### src/rtl/tlc_pkg.sv
// Shared definitions for the traffic light controller and its density front end.
package tlc_pkg;

    localparam int ROAD_A    = 0;
    localparam int ROAD_B    = 1;
    localparam int ROAD_C    = 2;
    localparam int ROAD_D    = 3;
    localparam int NUM_ROADS = 4;

    localparam int DEF_WINDOW   = 256;
    localparam int DEF_DEBOUNCE = 4;
    localparam int DEF_T1       = 2;
    localparam int DEF_T2       = 5;
    localparam int DEF_T3       = 9;
    localparam int DEF_CNT_W    = 8;

    localparam int CODE_W = 3;
    typedef logic [CODE_W-1:0] code_t;

    // Bit 0 is level 1 (x1), bit 2 is level 3 (x3).
    function automatic code_t density_code(int unsigned count, int unsigned t1,
                                           int unsigned t2, int unsigned t3);
        density_code = {count >= t3, count >= t2, count >= t1};
    endfunction

endpackage

### src/rtl/tlc_density_sensor_if.sv
// Detector inputs and density snapshot outputs of the density sensor.
interface tlc_density_sensor_if;

    logic [3:0] det;
    logic       a1, a2, a3;
    logic       b1, b2, b3;
    logic       c1, c2, c3;
    logic       d1, d2, d3;
    logic       density_update;

    modport master (
        output det,
        input  a1, a2, a3, b1, b2, b3, c1, c2, c3, d1, d2, d3, density_update
    );

    modport slave (
        input  det,
        output a1, a2, a3, b1, b2, b3, c1, c2, c3, d1, d2, d3, density_update
    );

endinterface

### src/rtl/tlc_det_channel.sv
// One road: debounce, arrival edge detect, saturating count, threshold code register.
module tlc_det_channel
    import tlc_pkg::*;
#(
    parameter int DEBOUNCE = DEF_DEBOUNCE,
    parameter int T1       = DEF_T1,
    parameter int T2       = DEF_T2,
    parameter int T3       = DEF_T3,
    parameter int CNT_W    = DEF_CNT_W
) (
    input  logic  clock,
    input  logic  clear,
    input  logic  det_i,
    input  logic  close,
    output code_t code_o
);

    localparam int DB_W = $clog2(DEBOUNCE + 1);

    logic             lvl_q, lvl_d;
    logic             prev_q, prev_d;
    logic [DB_W-1:0]  db_cnt_q, db_cnt_d;
    logic [CNT_W-1:0] cnt_q, cnt_d;
    logic [CNT_W-1:0] cnt_next;
    code_t            code_q, code_d;
    logic             rise;

    always_comb begin
        // NOTE: every signal written here gets a default first, so no path leaves one unassigned and infers a latch.
        lvl_d    = lvl_q;
        prev_d   = lvl_q;
        db_cnt_d = '0;
        code_d   = code_q;

        // The DEBOUNCE-th consecutive differing sample is accepted; the counter then restarts.
        if (det_i != lvl_q) begin
            if (db_cnt_q == DB_W'(DEBOUNCE - 1)) begin
                lvl_d = det_i;
            end else begin
                db_cnt_d = db_cnt_q + DB_W'(1);
            end
        end

        rise     = lvl_q & ~prev_q;
        cnt_next = cnt_q;
        if (rise && (cnt_q != '1)) begin
            cnt_next = cnt_q + CNT_W'(1);
        end

        cnt_d = cnt_next;
        if (close) begin
            code_d = density_code(32'(cnt_next), T1, T2, T3);
            cnt_d  = '0;
        end
    end

    always_ff @(posedge clock) begin
        // NOTE: state updates use non-blocking assignments so every flop samples pre-edge values; clear is synchronous.
        if (clear) begin
            lvl_q    <= 1'b0;
            prev_q   <= 1'b0;
            db_cnt_q <= '0;
            cnt_q    <= '0;
            code_q   <= '0;
        end else begin
            lvl_q    <= lvl_d;
            prev_q   <= prev_d;
            db_cnt_q <= db_cnt_d;
            cnt_q    <= cnt_d;
            code_q   <= code_d;
        end
    end

    assign code_o = code_q;

endmodule

### src/rtl/tlc_density_sensor.sv
// Density sensor top: window timer, update pulse and fan-out of four road channels.
module tlc_density_sensor
    import tlc_pkg::*;
#(
    parameter int WINDOW   = DEF_WINDOW,
    parameter int DEBOUNCE = DEF_DEBOUNCE,
    parameter int T1       = DEF_T1,
    parameter int T2       = DEF_T2,
    parameter int T3       = DEF_T3,
    parameter int CNT_W    = DEF_CNT_W
) (
    input  logic                 clock,
    input  logic                 clear,
    tlc_density_sensor_if.slave  bus
);

    localparam int WIN_W = $clog2(WINDOW);

    logic [WIN_W-1:0] win_q, win_d;
    logic             upd_q, upd_d;
    logic             close;
    code_t            codes [NUM_ROADS];

    always_comb begin
        close = (win_q == WIN_W'(WINDOW - 1));
        win_d = close ? '0 : win_q + WIN_W'(1);
        upd_d = close;
    end

    always_ff @(posedge clock) begin
        if (clear) begin
            win_q <= '0;
            upd_q <= 1'b0;
        end else begin
            win_q <= win_d;
            upd_q <= upd_d;
        end
    end

    for (genvar i = 0; i < NUM_ROADS; i++) begin : g_road
        tlc_det_channel #(
            .DEBOUNCE (DEBOUNCE),
            .T1       (T1),
            .T2       (T2),
            .T3       (T3),
            .CNT_W    (CNT_W)
        ) u_channel (
            .clock  (clock),
            .clear  (clear),
            .det_i  (bus.det[i]),
            .close  (close),
            .code_o (codes[i])
        );
    end

    assign bus.density_update = upd_q;

    assign bus.a1 = codes[ROAD_A][0];
    assign bus.a2 = codes[ROAD_A][1];
    assign bus.a3 = codes[ROAD_A][2];
    assign bus.b1 = codes[ROAD_B][0];
    assign bus.b2 = codes[ROAD_B][1];
    assign bus.b3 = codes[ROAD_B][2];
    assign bus.c1 = codes[ROAD_C][0];
    assign bus.c2 = codes[ROAD_C][1];
    assign bus.c3 = codes[ROAD_C][2];
    assign bus.d1 = codes[ROAD_D][0];
    assign bus.d2 = codes[ROAD_D][1];
    assign bus.d3 = codes[ROAD_D][2];

endmodule

### src/flat_wrapper.sv
// flat-port wrapper written by rule: the top's interface ports become plain ports
module tlc_density_sensor_flat import tlc_pkg::*;
#(
    parameter int WINDOW   = DEF_WINDOW,
    parameter int DEBOUNCE = DEF_DEBOUNCE,
    parameter int T1       = DEF_T1,
    parameter int T2       = DEF_T2,
    parameter int T3       = DEF_T3,
    parameter int CNT_W    = DEF_CNT_W
)
  (clock, clear, bus_det, bus_a1, bus_a2, bus_a3, bus_b1, bus_b2, bus_b3, bus_c1, bus_c2, bus_c3, bus_d1, bus_d2, bus_d3, bus_density_update);
  tlc_density_sensor_if bus_i ();
  input  logic clock;
  input  logic clear;
  input wire logic [$bits(bus_i.det)-1:0] bus_det;
  output wire logic [$bits(bus_i.a1)-1:0] bus_a1;
  output wire logic [$bits(bus_i.a2)-1:0] bus_a2;
  output wire logic [$bits(bus_i.a3)-1:0] bus_a3;
  output wire logic [$bits(bus_i.b1)-1:0] bus_b1;
  output wire logic [$bits(bus_i.b2)-1:0] bus_b2;
  output wire logic [$bits(bus_i.b3)-1:0] bus_b3;
  output wire logic [$bits(bus_i.c1)-1:0] bus_c1;
  output wire logic [$bits(bus_i.c2)-1:0] bus_c2;
  output wire logic [$bits(bus_i.c3)-1:0] bus_c3;
  output wire logic [$bits(bus_i.d1)-1:0] bus_d1;
  output wire logic [$bits(bus_i.d2)-1:0] bus_d2;
  output wire logic [$bits(bus_i.d3)-1:0] bus_d3;
  output wire logic [$bits(bus_i.density_update)-1:0] bus_density_update;
  assign bus_i.det = bus_det;
  assign bus_a1 = bus_i.a1;
  assign bus_a2 = bus_i.a2;
  assign bus_a3 = bus_i.a3;
  assign bus_b1 = bus_i.b1;
  assign bus_b2 = bus_i.b2;
  assign bus_b3 = bus_i.b3;
  assign bus_c1 = bus_i.c1;
  assign bus_c2 = bus_i.c2;
  assign bus_c3 = bus_i.c3;
  assign bus_d1 = bus_i.d1;
  assign bus_d2 = bus_i.d2;
  assign bus_d3 = bus_i.d3;
  assign bus_density_update = bus_i.density_update;
  tlc_density_sensor #(.WINDOW(WINDOW), .DEBOUNCE(DEBOUNCE), .T1(T1), .T2(T2), .T3(T3), .CNT_W(CNT_W)) u_core (.clock(clock), .clear(clear), .bus(bus_i));
endmodule
### config.mk
export PLATFORM = sky130hd
export DESIGN_NAME = tlc_density_sensor_flat
export DESIGN_NICKNAME = d
export VERILOG_FILES = /design/src/rtl/tlc_pkg.sv /design/src/rtl/tlc_density_sensor_if.sv /design/src/rtl/tlc_det_channel.sv /design/src/rtl/tlc_density_sensor.sv /design/src/flat_wrapper.sv
export SDC_FILE = /design/constraint.sdc
export NUM_CORES = 1
export LEC_CHECK = 0
export ABC_CLOCK_PERIOD_IN_PS = 2080
export BUFFER_PORTS_ARGS = -buffer_cell sky130_fd_sc_hd__buf_2
export CAP_MARGIN = 20
export CORE_MARGIN = 8
export CORE_UTILIZATION = 45
export CTS_CLUSTER_SIZE = 12
export DETAILED_ROUTE_END_ITERATION = 10
export PLACE_DENSITY = 0.74
export REMOVE_ABC_BUFFERS = 1
export SLEW_MARGIN = 20
export SYNTH_ARGS = -nofsm -noshare
export SYNTH_HDL_FRONTEND = slang
export SYNTH_HIERARCHICAL = 1
export SYNTH_SLANG_ARGS = --single-unit
### constraint.sdc
create_clock -name clock -period 2.08 [get_ports clock]
set_input_delay 0.312 -clock clock [delete_from_list [all_inputs] [get_ports clock]]
set_output_delay 0.312 -clock clock [all_outputs]
set_load 0.01 [all_outputs]
Word level (Yosys, flattened, before mapping)
Cells that the tools add are included.

Bits in registers: 73. Output and inout bits: 13.

Bitwise logic cells: 12. Add/subtract/negate cells: 9. Reduce and logical (&&, ||, !) cells: 13. Multiplexer cells: 4. $lt $le $gt $ge: 12. Eq/ne operators: 13.

Operators with widths (number): adder 8 x 1 -> 8 bit, second input constant (5); >= comparator 8 x 2 -> 1 bit, second input constant (4); >= comparator 8 x 3 -> 1 bit, second input constant (4); >= comparator 8 x 4 -> 1 bit, second input constant (4); 2-to-1 mux 8 bit (4); inequality test 8 bit, second input constant (4); adder 3 x 1 -> 3 bit, second input constant (4); equality test 3 x 2 -> 1 bit, second input constant (4); OR reduction 3 bit (4); equality test 8 bit, second input constant (1); inverter 1 bit (8); AND reduction 2 bit (4); AND 1 bit (4); logical AND 1 bit (4); inequality test 1 bit (4); OR reduction 2 bit (1).

Longest topological paths before layout
Gate-level depths: netlist of the first run.

Depth in word-level cells: 5. Gate-level depth with buffers: 7.

Cells and area by module
Netlist of the first run, hierarchy kept.

By module, submodules not included: tlc_det_channel (area each 788.3 um^2, cells an instance 88, times used 4); tlc_density_sensor (area each 366.6 um^2, cells an instance 39, times used 1).

Worst setup path after synthesis of the first run
Ideal clock, no wire load.

Path kind: register to register. Start point: reg u_core.win_q[0]. End point: reg u_core.g_road[0].u_channel.cnt_q[0]. Arrival: 2170 ps. Required time: 1956 ps. Setup time: 124 ps. Stages on the path, launching flop included: 7. Path buffers: 1. Slack: -215 ps. Path through: dfxtp_1 -> ha_1 -> nand3_2 -> nor2_1 -> or2_2 -> buf_1 -> nor2_1.

Cells in the longest elaborated chain, start to end: 2.

RTL lines: start: declaration (line tlc_density_sensor.sv:19) `logic [WIN_W-1:0] win_q, win_d;`; start signal: assignment (line tlc_density_sensor.sv:35) `win_q <= win_d;`; equality test 8 bit (line tlc_density_sensor.sv:25) `close = (win_q == WIN_W'(WINDOW - 1));`; named net u_core.close (line tlc_density_sensor.sv:21) `logic close;`; OR reduction 2 bit (no line); end signal: assignment (line tlc_det_channel.sv:69) `cnt_q <= cnt_d;`; end: declaration (line tlc_det_channel.sv:23) `logic [CNT_W-1:0] cnt_q, cnt_d;`.

The timed path passes the listed nets, and every way through them passes these cells. A chain may end at the register's enable or synchronous reset.

Worst setup path after layout of the first run
Start point: reg u_core.g_road[1].u_channel.cnt_q[0]. End point: reg u_core.g_road[1].u_channel.code_q[2].

Cells in the longest elaborated chain, start to end: 4. Elaborated cells on any way between the ends: 5.

RTL lines: start: declaration (line tlc_det_channel.sv:23); start signal: assignment (line tlc_det_channel.sv:69); parallel branches: the longest is 2 deep, another holds adder 8 x 1 -> 8 bit; 2-to-1 mux 8 bit (*) (line tlc_det_channel.sv:46) `if (rise && (cnt_q != '1)) begin`; >= comparator 8 x 4 -> 1 bit (*) (line tlc_pkg.sv:23) `density_code = {count >= t3, count >= t2, count >= t1};`; end signal: assignment (line tlc_det_channel.sv:70) `code_q <= code_d;`; end: declaration (line tlc_det_channel.sv:25) `code_t code_q, code_d;`.

Mark *: on every way between the ends.

==> results of run 1 <==
-- kinds of logic (layout without fill, tap and decap cells) --
group	Yosys count	count (layout)
DFF	73	73
adders and majority gates	13	13
buffers and inverters	25	42
xor gates and xnor gates	31	31
AOI/OAI and AO/OA	73	73
and+or+nand+nor	164	164
muxes	12	12
-- cells in the final DEF (no fill, tap or decap), types with 6 or more instances in the layout --
master	instances
dfxtp_1	73
nor2_1	62
buf_2	18
xnor2_1	17
nand2_1	16
xor2_1	14
a21oi_1	13
ha_1	13
clkbuf_8	12
and3_1	12
mux2i_1	12
nand4_1	10
o21ai_0	10
inv_1	8
nor2b_1	8
a211oi_1	8
a41oi_1	8
nor3_1	7
or3_1	7
nand3_1	6
-- layout make-up --
type / count / area, um^2 / share of cell area, %
multi-input cells: 293 / 1950 / 50.2
flip-flops and latches: 73 / 1460 / 37.6
clock buffers: 12 / 165 / 4.24
well taps: 102 / 128 / 3.28
repair buffers: 20 / 118 / 3.02
clock inverters: 2 / 37.5 / 0.965
inverters: 8 / 30.0 / 0.772
-- power breakdown --
part           internal [W]  switching [W]
sequential          0.00141      0.0000128
combinational     0.0000302      0.0000445
clock              0.000639       0.000502
-- sequential cells by signal, indices dropped and copies added (netlist names) --
register and cells:
u_core/g_road.u_channel/lvl_q 4, u_core/bus.density_update 1, u_core/g_road.u_channel/code_o 12, u_core/win_q 8, u_core/g_road.u_channel/prev_q 4, u_core/g_road.u_channel/db_cnt_q 12, u_core/g_road.u_channel/cnt_q 32
-- worst max-delay path: stages (launching register included) --
cell       delay [ps]
dfxtp_1           400
ha_1              210
and3_1            280
a21bo_2           230
mux2i_1           300
o2bb2ai_1         110
a211oi_1          260
-- metal layers --
metal	track usage, %	wire (um)	part of all wire (%)
met4	8.07	139	2.2
met2	19.8	3000	47
met5	0	0	0
met3	2.91	220	3.4
met1	14.1	3090	48
-- worst max-delay path by stage --
stage	startpoint	to	slack [ps]	depth (start not counted)
finish	u_core/g_road[1].u_channel/cnt_q[0]$_SDFF_PP0_	u_core/g_road[1].u_channel/code_o[2]$_SDFFE_PP0P_	210	6
global route	u_core/g_road[1].u_channel/cnt_q[0]$_SDFF_PP0_	u_core/g_road[1].u_channel/code_o[2]$_SDFFE_PP0P_	60	6
CTS	u_core/g_road[1].u_channel/cnt_q[0]$_SDFF_PP0_	u_core/g_road[1].u_channel/code_o[2]$_SDFFE_PP0P_	230	6
detailed placement	u_core/g_road[1].u_channel/cnt_q[0]$_SDFF_PP0_	u_core/g_road[1].u_channel/code_o[2]$_SDFFE_PP0P_	260	6
global placement	u_core/g_road[1].u_channel/cnt_q[0]$_SDFF_PP0_	u_core/g_road[1].u_channel/code_o[0]$_SDFFE_PP0P_	310	6
floorplan	u_core/win_q[0]$_SDFF_PP0_	u_core/g_road[0].u_channel/code_o[2]$_SDFFE_PP0P_	-140	6
-- per-stage QoR --
step	instance area (um^2)	instances	hold slack [ps]
2_1_floorplan	3440	374	381
3_3_place_gp	3690	496	407
3_5_place_dp	3690	496	416
4_1_cts	3890	510	226
5_1_grt	3890	510	243
6_report	3890	510	234
==> impl_metrics.csv, run 1 <==
group,metric,value,unit
yosys,synthArstFlopShare,0,%
yosys,syn_inst,391,
critical_path,cp.arrival,2120,ps
route,first_pass_iters,4,
route,final_antenna_net_count,0,
yosys,synth_compound_area_share,15.2,%
run,cap_violations,0,
placement,port_buffers,18,
floorplanning,boundaryPins,19,
floorplanning,start_util,46.0,%
critical_path,critPathRequiredTime,2330,ps
yosys,synth_edf_count,0,
global_route,grt_pass1_wl,11.2,mm
floorplanning,num_rows,32,
sta,rsz0062_at_grt,"no",
min_path,holdPathEnd,"u_core/g_road[0].u_channel/lvl_q$_SDFFE_PP0P_",
floorplanning,core_area,7650,um^2
yosys,synthSimpleGateAreaFrac,24.5,%
sta,finalHoldViolCount,0,
yosys,synth_area_leaders,"dfxtp_1, nor2_1, ha_1",
yosys,synth_area,3520,um^2
min_path,hold_depth,3,
pwr,power.density,679,nW/um^2
critical_path,critical_path_class,"reg2reg",
cells_and_area,utilization,50.9,%
critical_path,endpoint_kind,"flop",
clock_tree,numCtsBuffers,9,
yosys,ys_types,41,
sta,max-slew-margin-rel,55.2,%
yosys,synth_most_common_cell,"dfxtp_1",
yosys,synth_seq_cells,73,
critical_path,r2r_setup_slack,210,ps
sta,fmax,533,MHz
global_route,first_global_vias,2581,
route,drcViolationCount,0,
yosys,synth_top_area_share,41.5,%
yosys,post_synth_fa_ha_maj_area_fraction,4.62,%
placement,gp_congestion,0.800,
route,num_vias,2710,
clock_tree,insertion_delay,350,ps
yosys,synthMuxAreaShare,3.41,%
global_route,grt_antenna_before_repair,0,
route,wl,6.45,mm
sta,post-route-period-util,90.1,%
cells_and_area,layout-drive-gt1-share,13.2,%
critical_path,path_max_fanout,6,
global_route,grt_remaining_overflow,0,
cells_and_area,fill_cells,739,
cells_and_area,areaGrowthSynthToFinish,10.6,%
global_route,grtUsageTotal,12.2,%
yosys,seq_area_frac_synth,41.5,%
critical_path,reg2reg_depth,6,
clock_tree,htree_levels,3,
yosys,ys.flop_type,"dfxtp_1",
pwr,ir_drop,0.307,mV
global_route,grt_max_degree,38,
clock_tree,post_cts_resized,0,
route,drt_iter0_markers,59,
floorplanning,die_w,104,um
floorplanning,die_area,10900,um^2
critical_path,r2r-end,"u_core/g_road[1].u_channel/code_o[2]$_SDFFE_PP0P_",
sta,period_minus_slack,1870,ps
placement,place_worst_setup_slack,258,ps
sta,finalWorstSetupSlack,205,ps
floorplanning,die_h,104,um
yosys,netlist_top_cells_count,"dfxtp_1, nor2_1, xnor2_1",
sta,finalSetupTns,0,ps
yosys,synth_top_family_by_area,"simple AND/OR/NAND/NOR gates",
yosys,yosysWarnings,6,
placement,dp_hpwl,4.47,mm
sta,report.final.slew_viol_count,0,
clock_tree,cts_tree,"done",
sta,tightestPinTransition,672,ps
run_status,outcome,"complete, no violations",
clock_tree,root_buffer,"clkbuf_8",
min_path,holdCritPathClass,"in2reg",
clock_tree,post-cts-setup-buffers,0,
min_path,min_from,"bus_det[0]",
yosys,yosysTopAreaCell,"dfxtp_1",
sta,clock_skew,9.44,ps
clock_tree,cts_sinks,73,
cells_and_area,antenna-diode-count,0,
clock_tree,cts.clk_slew.worst_paths,70,ps
route,wl_per_cell,12.6,um
critical_path,reg2reg_from,"u_core/g_road[1].u_channel/cnt_q[0]$_SDFF_PP0_",
pwr,power_leakage,1.59,nW
clock_tree,hold_buffers,0,
critical_path,start_kind,"flop",
cells_and_area,fin_nets,424,
sta,setup_violations,0,
route,via_per_inst,5.31,
yosys,syn_area_per_cell,9.00,um^2
pwr,p_total,0.00264,W
clock_tree,clock_path_buffers,2,
yosys,synth_xor_area_share,7.71,%
(Power assumes the default switching activity.)
==> inputs of run 2 (changes only) <==
RECOVER_POWER = 50   (was default)
==> run 2 against run 1 <==
Against the previous run:
- fmax about the same
- critical path type unchanged
- global-route usage did not move
- wire length increased by 0.19%
- combinational power barely moved
- die area did not move
- first-iteration DRC count is 17% higher
- non-clock buffer count did not move
==> impl_metrics.csv, run 2 (synthesized netlist as in run 1, its figures left out) <==
group,metric,value,unit
floorplanning,start_util,46.0,%
clock_tree,root_buffer,"clkbuf_8",
route,via_per_inst,5.31,
cells_and_area,final_cell_mix,"dfxtp_1, nor2_1, xnor2_1, nand2_1, xor2_1",
sta,setup_violations,0,
cells_and_area,largest-register,"u_core/g_road.u_channel/cnt_q",
clock_tree,insertion_delay,340,ps
sta,hold_slack,236,ps
sta,report.final.slew_viol_count,0,
critical_path,critPathRequiredTime,2330,ps
pwr,p_total,0.00264,W
critical_path,reg2reg_from,"u_core/g_road[1].u_channel/cnt_q[0]$_SDFF_PP0_",
clock_tree,clock_path_buffers,2,
clock_tree,numCtsBuffers,9,
sta,finalHoldViolCount,0,
cells_and_area,regArea,1460,um^2
critical_path,slowest_delay,400,ps
critical_path,path_max_fanout,6,
sta,rsz0062_at_grt,"no",
floorplanning,die_h,104,um
route,first_pass_iters,4,
pwr,ir_drop,0.308,mV
clock_tree,htree_levels,3,
cells_and_area,multi_input_area,1940,um^2
cells_and_area,areaGrowthSynthToFinish,9.88,%
cells_and_area,fill_cells,743,
route,wl,6.46,mm
critical_path,cp_top_family,"compound AO/OA/AOI/OAI gates",
global_route,first_global_vias,2581,
global_route,grt_pass1_wl,11.2,mm
critical_path,start_kind,"flop",
critical_path,endpoint_kind,"flop",
run,cap_violations,0,
route,drcViolationCount,0,
global_route,grt_antenna_before_repair,0,
global_route,grtUsageTotal,12.2,%
floorplanning,die_area,10900,um^2
cells_and_area,largest_register_ffs,32,
critical_path,r2r-end,"u_core/g_road[1].u_channel/code_o[2]$_SDFFE_PP0P_",
clock_tree,cts.clk_slew.worst_paths,70,ps
sta,tightestPinTransition,674,ps
critical_path,cp_slowest_cell,"dfxtp_1",
sta,max-slew-margin-rel,55.1,%
run_status,outcome,"complete, no violations",
route,num_vias,2706,
placement,dp_hpwl,4.47,mm
min_path,holdCritPathClass,"in2reg",
cells_and_area,fin_nets,424,
global_route,grt_max_degree,38,
global_route,grt_remaining_overflow,0,
critical_path,reg2reg_depth,6,
route,final_antenna_net_count,0,
critical_path,cp.arrival,2120,ps
min_path,hold_depth,3,
critical_path,critical_path_class,"reg2reg",
placement,port_buffers,18,
critical_path,cp_num_buf_inv,0,
cells_and_area,layout-drive-gt1-share,9.56,%
clock_tree,cts_tree,"done",
clock_tree,cts_sinks,73,
min_path,holdPathEnd,"u_core/g_road[0].u_channel/lvl_q$_SDFFE_PP0P_",
floorplanning,core_area,7650,um^2
min_path,min_from,"bus_det[0]",
pwr,power_leakage,1.53,nW
critical_path,startpoint,"u_core/g_road[1].u_channel/cnt_q[0]$_SDFF_PP0_",
critical_path,path_depth,6,
cells_and_area,antenna-diode-count,0,
pwr,power.density,683,nW/um^2
sta,fmax,533,MHz
clock_tree,hold_buffers,0,
critical_path,path_cells,"ha_1 > and3_1 > a21bo_2 > mux2i_1 > o2bb2ai_1 > a211oi_1",
floorplanning,boundaryPins,19,
sta,clock_skew,9.75,ps
cells_and_area,final_common_cell,"dfxtp_1",
route,wl_per_cell,12.7,um
sta,period_minus_slack,1870,ps
placement,gp_congestion,0.800,
critical_path,r2r_setup_slack,210,ps
floorplanning,die_w,104,um
route,drt_iter0_markers,69,
clock_tree,post_cts_resized,0,
floorplanning,num_rows,32,
sta,post-route-period-util,90.1,%
clock_tree,post-cts-setup-buffers,0,
==> run 2: cell count changes in the layout (fill, tap and decap cells not counted), sizes merged <==
| cell | before | now |
|---|---|---|
| clkbuf | 12 | 25 |
| buf | 20 | 7 |
==> run 2: cell type report <==
cell class                      instances  share of cell area [%]
Multi-Input combinational cell        293                    50.3
Clock inverter                          2                   0.971
Tap cell                              102                    3.30
Sequential cell                        73                    37.8
Inverter                                8                   0.776
Clock buffer                           12                    4.27
Timing Repair Buffer                   20                    2.62
==> run 2: metal layers <==
metal / track usage [%] / wire length (um) / vias up
li1: - / - / 1408
met1: 14.1 / 3110 / 1254
met5: 0 / 0 / -
met2: 19.8 / 3020 / 33
met3: 2.91 / 208 / 11
met4: 8.07 / 120 / 0
==> run 2: through the flow <==
stage	std cells	setup slack, ps	TNS [ps]	area (um^2)	utilization (%)
after global placement	496	305	0	3690	48.2
final	510	205	0	3870	50.6
after global routing	510	61.7	0	3870	50.6
after CTS	510	230	0	3890	50.9
after floorplan	374	-144	-2750	3440	-
after detailed placement	496	258	0	3690	48.2
==> run 2: worst register-to-register path, cell delays in order, from the launching register on <==
cell,delay (ps)
dfxtp_1,400
ha_1,210
and3_1,280
a21bo_2,230
mux2i_1,300
o2bb2ai_1,120
a211oi_1,260
==> run 2: worst max path at each step <==
| stage | end |
|---|---|
| 2_1_floorplan | u_core/g_road[0].u_channel/code_o[2]$_SDFFE_PP0P_ |
| 3_3_place_gp | u_core/g_road[1].u_channel/code_o[0]$_SDFFE_PP0P_ |
| 3_5_place_dp | u_core/g_road[1].u_channel/code_o[2]$_SDFFE_PP0P_ |
| 4_1_cts | u_core/g_road[1].u_channel/code_o[2]$_SDFFE_PP0P_ |
| 5_1_grt | u_core/g_road[1].u_channel/code_o[2]$_SDFFE_PP0P_ |
| 6_report | u_core/g_road[1].u_channel/code_o[2]$_SDFFE_PP0P_ |
==> run 2: where the power goes <==
part	internal, W	total, W	leakage (nW)	switching [W]
sequential	0.00141	0.00143	0.590	0.0000126
clock	0.000639	0.00114	0.101	0.000502
combinational	0.0000301	0.0000745	0.841	0.0000443
total	0.00208	0.00264	1.53	0.000558
